`config.mk`:
```
export PLATFORM = sky130hd
export DESIGN_NAME = cmem_dbuf
export DESIGN_NICKNAME = d
export VERILOG_FILES = /design/src/rtl/cmem_dbuf.sv
export SDC_FILE = /design/constraint.sdc
export NUM_CORES = 2
export LEC_CHECK = 0
export ABC_CLOCK_PERIOD_IN_PS = 5000
export BUFFER_PORTS_ARGS = -buffer_cell sky130_fd_sc_hd__buf_4
export CAP_MARGIN = 0
export CELL_PAD_IN_SITES_DETAIL_PLACEMENT = 0
export CELL_PAD_IN_SITES_GLOBAL_PLACEMENT = 1
export CORE_AREA = 4 4 573 291
export CTS_CLUSTER_SIZE = 40
export DETAILED_ROUTE_END_ITERATION = 8
export DIE_AREA = 0 0 577 295
export PLACE_DENSITY = 0.79
export SYNTH_ARGS = -nofsm -noshare
export SYNTH_HDL_FRONTEND = slang
export SYNTH_SLANG_ARGS = --single-unit
```
`constraint.sdc`:
```
create_clock -name clk -period 5 [get_ports clk]
set_input_delay 1 -clock clk [delete_from_list [all_inputs] [get_ports clk]]
set_output_delay 1 -clock clk [all_outputs]
set_load 0.1 [all_outputs]
```
`src/rtl/cmem_dbuf.sv`:
```
// rtl/cmem_dbuf.sv - double-buffered FIR coefficient memory with safe-point bank swap
module cmem_dbuf #(
   parameter int DATA_W = 16,
   parameter int TAPS   = 64,
   parameter int ADDR_W = 6
) (
   input  logic              clk,
   input  logic              rst_n,
   input  logic              ld_start,
   input  logic              ld_valid,
   output logic              ld_ready,
   input  logic [DATA_W-1:0] ld_data,
   output logic              ld_full,
   input  logic              commit_req,
   output logic              commit_pend,
   output logic              commit_ack,
   output logic              commit_err,
   input  logic              swap_ok,
   input  logic              rd_en,
   input  logic [ADDR_W-1:0] rd_addr,
   output logic [DATA_W-1:0] rd_data,
   output logic              active_bank
);

   localparam int MEM_AW = ADDR_W + 1;
   localparam int DEPTH  = 2 * TAPS;

   typedef enum logic [1:0] {S_IDLE, S_LOAD, S_FULL, S_PEND} state_t;

   state_t            state;
   state_t            state_nxt;
   logic [ADDR_W-1:0] wptr;
   logic [DATA_W-1:0] mem [DEPTH];
   logic              wr_en;
   logic              wr_last;
   logic              do_swap;
   logic              err_nxt;
   logic              rd_oob;
   logic [MEM_AW-1:0] waddr;
   logic [MEM_AW-1:0] raddr;

   // ld_start overrides every other action, including a same-cycle data word or swap
   assign wr_en   = ld_ready && ld_valid && !ld_start;
   assign wr_last = wr_en && (wptr == ADDR_W'(TAPS - 1));
   assign do_swap = (state == S_PEND) && swap_ok && !ld_start;
   assign err_nxt = commit_req && ((state == S_IDLE) || (state == S_LOAD));

   // Bank b occupies words [b*TAPS, b*TAPS+TAPS); the shadow is always the inactive bank
   assign waddr  = (active_bank ? MEM_AW'(0) : MEM_AW'(TAPS)) + MEM_AW'(wptr);
   assign raddr  = (active_bank ? MEM_AW'(TAPS) : MEM_AW'(0)) + MEM_AW'(rd_addr);
   assign rd_oob = ({1'b0, rd_addr} >= MEM_AW'(TAPS));

   always_comb begin
      state_nxt = state;
      if (ld_start) begin
         state_nxt = S_LOAD;
      end else begin
         case (state)
            S_LOAD:  if (wr_last)    state_nxt = S_FULL;
            S_FULL:  if (commit_req) state_nxt = S_PEND;
            S_PEND:  if (swap_ok)    state_nxt = S_IDLE;
            default: state_nxt = state;
         endcase
      end
   end

   always_ff @(posedge clk) begin
      if (!rst_n) begin
         state       <= S_IDLE;
         wptr        <= '0;
         active_bank <= 1'b0;
         ld_ready    <= 1'b0;
         ld_full     <= 1'b0;
         commit_pend <= 1'b0;
         commit_ack  <= 1'b0;
         commit_err  <= 1'b0;
         rd_data     <= '0;
      end else begin
         state       <= state_nxt;
         ld_ready    <= (state_nxt == S_LOAD);
         ld_full     <= (state_nxt == S_FULL) || (state_nxt == S_PEND);
         commit_pend <= (state_nxt == S_PEND);
         commit_ack  <= do_swap;
         commit_err  <= err_nxt;
         active_bank <= active_bank ^ do_swap;
         if (ld_start || do_swap)
            wptr <= '0;
         else if (wr_en)
            wptr <= wptr + ADDR_W'(1);
         // Read uses the pre-edge bank, so a read in the swap cycle still sees the old set
         if (rd_en)
            rd_data <= rd_oob ? '0 : mem[raddr];
      end
   end

   always_ff @(posedge clk) begin
      if (rst_n && wr_en)
         mem[waddr] <= ld_data;
   end

endmodule

```
==> results.txt <==
Clock transition at path regs - 0.07 ns
Ys async rst share - 0%
Final ANT Viol Nets - 0
Post-synth net total - 3683
DP Wirelength - 123000 µm
DP Worst Slack - 0.808 ns
Initial antenna violation count - 9
Most frequent cells in the layout - edfxtp_1 (2048), mux4_2 (491), buf_4 (303), clkbuf_16 (182), nor2_1 (156)
Largest family of logic cells by synthesized area - multiplexers
Seq cells post-synth - 2078
Leakage - 28.5 nW
Slew HR - 18.8%
Number of port buffers - 50
CTS tree - built
Crit-path most repeated cell - buf_4
Complex-gate fraction of the synthesized area - 2.26%
Pint - 0.0271 W
First-pass GRT wire length - 294000 µm
Worst path cell trace - buf_8, buf_12, buf_4, mux4_2, a221oi_2, o22ai_1, nor3_1, buf_4, o221ai_2
Crit-path slowest cell - mux4_2
Peak VDD IR - 384 µV
Logic pwr share - 5.3%
Cts repair resizes - 0
Largest net degree at the start of global routing - 99
Max-slew violations - 0
Pwr Total - 0.0344 W
Post-DP Area - 84600 µm²
Starting density of the core - 50.1%
Unrepaired setup endpoints after global routing - no
Worst hold-check path type - input pin to flip-flop
Finished Cell Area - 90200 µm²
Hold Fails Final Rpt - 0
Core Footprint - 161000 µm²
Setup violators final - 0
Data arrival time of the worst path - 4.11 ns
YS warnings - 0
Synth Flop Type - edfxtp_1
Synth Area in Adders - 0.0155%
Status - complete, no violations
Avg Inst Size Synth - 22.0 µm²
Mapped Cells - 3653
Worst Setup Start Kind - input pin
Setup bufs post-CTS - 0
H-tree depth - 4
Tot GR Track Use - 24.1%
CTS Sinks - 2078
Fin crit period - 3.44 ns
Layout cells sized above 1 - 26.5%
Post-synthesis sequential area ratio - 77.1%
Routed WL per cell - 32.3 µm
Final WS setup - 1.56 ns
Fillers - 11.6k
DRT iter0 DRCs - 6198
Die height - 295 µm
Layout area overhead - 12.0%
Post-CTS Hold Buffers - 0
Final critical-path share of the clock period - 68.8%
Critical-path maximum fanout - 29
Die area - 170000 µm²
Reg2reg start - wptr[4]
Max Buffers Root-to-Sink - 3
Setup tns final - 0 ns
Cts bufs inserted - 179
Met3 usage - 6.38%
Clock Latency Late Sink - 0.81 ns
Clock skew - 0.0219 ns
Vias - 40.2k
Count of cell types in the netlist - 67
Grt met1 use - 34.5%
CTS root buf - clkbuf_16
Met2 global-route usage - 36.5%
Syn Std Cell Area - 80500 µm²
Crit path from - rd_addr[0]
DRT Wirelength - 203000 µm
Drt pass-1 iters - 5
Switching pwr - 0.00734 W
Max Clock Freq - 291 MHz
CP Capture Type - flip-flop
Max cap viols - 0
Vias in the first global route - 40.1k
Hold path startpoint - ld_start
Delay of the slowest critical-path stage - 0.52 ns
Mux contribution to synthesized area - 16.2%
Critical path type - input pin to flip-flop
Worst-Margin Slew - 1.22 ns
Number of synthesized flops with an enable pin - 2048
Grt ovf - 0
Simple-gate share of the synthesized area - 2.56%
Sw Share - 21.3%
GRT busiest layer - met2
# IOs - 51
Post-route DRC - 0
Overall die width - 577 µm
Area share of xor/xnor cells in the synthesized design - 0.0435%
Drt via density - 6.40
GP Congestion - 0.898
PD cells - 382 nW/µm²
Final core occ - 56.1%
Row count - 104
Nets - 3987
Leading cell type in the layout, fill and taps excluded - edfxtp_1
Worst Path Required - 5.67 ns
Flop pwr share - 55.6%
Clock Power Share - 39.1%
## layer usage
layer  wire length (µm)  vias to the layer above
met1              77100                    21200
met2              93900                     2597
met4               6570                        4
li1                   -                    16000
met3              25600                      363
met5                 26                        -
## worst max-delay path: cells and delay by family
family	cells	cell delay [ns]
AND/OR/NAND/NOR	1	0.52
multiplexers	1	0.52
buffers and inverters	4	1.12
AO/OA/AOI/OAI	3	0.88
## worst paths after layout
check,endpoint,slack (ns),cells past startpoint
worst min-delay path,commit_ack,0.40,2
worst max-delay path,rd_data[14],1.56,9
worst max register to register,mem[119][5],1.75,4
worst min register to register,rd_data[15],0.55,2
## Yosys cell counts (all sizes together), types with 3 or more instances
master | n | share of area (%)
nor2 | 158 | 0.74
or2 | 6 | 0.047
and2 | 20 | 0.16
edfxtp | 2048 | 76
a311oi | 8 | 0.087
o22ai | 44 | 0.34
xor2 | 3 | 0.033
buf | 143 | 1.5
a211oi | 19 | 0.18
o21ai | 27 | 0.17
mux2 | 7 | 0.098
nand3 | 43 | 0.29
clkbuf | 62 | 0.29
o31ai | 4 | 0.037
and3 | 21 | 0.16
o221ai | 33 | 0.38
a221oi | 10 | 0.13
o211ai | 9 | 0.090
nand2 | 136 | 0.64
mux2i | 131 | 1.6
nand2b | 6 | 0.047
or3 | 7 | 0.054
nor4 | 5 | 0.039
nand4 | 12 | 0.093
a211o | 7 | 0.076
o311ai | 6 | 0.065
o21a | 3 | 0.028
nand3b | 5 | 0.047
nor3 | 16 | 0.099
dfxtp | 30 | 0.75
a22oi | 15 | 0.14
a21oi | 28 | 0.17
a31oi | 17 | 0.13
o22a | 4 | 0.044
mux4 | 513 | 14
inv | 7 | 0.033
nor2b | 16 | 0.12
a22o | 8 | 0.087
## area by class of cell
cell class,instances,area [µm²],area share (%)
Multi-Input combinational cell,1361,17000,18.8
Clock inverter,91,802,0.889
Timing Repair Buffer,328,2760,3.06
Clock buffer,238,4800,5.33
Inverter,9,36.3,0.0402
Tap cell,2173,2720,3.01
Antenna cell,4,10.0,0.0111
Sequential cell,2078,62100,68.9
## flip-flops by register name (all words and copies together), names as in the netlist
name	count
ld_full	1
mem	2048
ld_ready	1
active_bank	1
state	2
commit_ack	1
rd_data	16
commit_err	1
wptr	6
commit_pend	1
## kinds of logic (layout without fill, tap and decap cells)
family / count (synthesis) / after routing
AO/OA/AOI/OAI: 251 / 251
XOR/XNOR: 4 / 4
adder cells (fa/ha/maj): 1 / 1
buffers and inverters: 214 / 666
flip-flops: 2078 / 2078
multiplexers: 651 / 651
other: 0 / 4
AND/OR/NAND/NOR: 454 / 454
## stage by stage
| step | hold WS [ns] | instances |
|---|---|---|
| after floorplan | 0.506 | 3653 |
| after global placement | 0.508 | 5949 |
| after detailed placement | 0.517 | 5949 |
| after CTS | 0.342 | 6278 |
| after global routing | 0.389 | 6280 |
| final | 0.404 | 6282 |
## power groups by stage
stage | sequential (W) | clock, W | combinational, W
after global placement | 0.0195 | 0 | 0.00176
after detailed placement | 0.0195 | 0 | 0.00180
after global routing | 0.0191 | 0.0144 | 0.00189
final | 0.0192 | 0.0135 | 0.00181
after CTS | 0.0192 | 0.0136 | 0.00180
after floorplan | 0.0196 | 0 | 0.000919
Power figures use the tool's default switching activity.
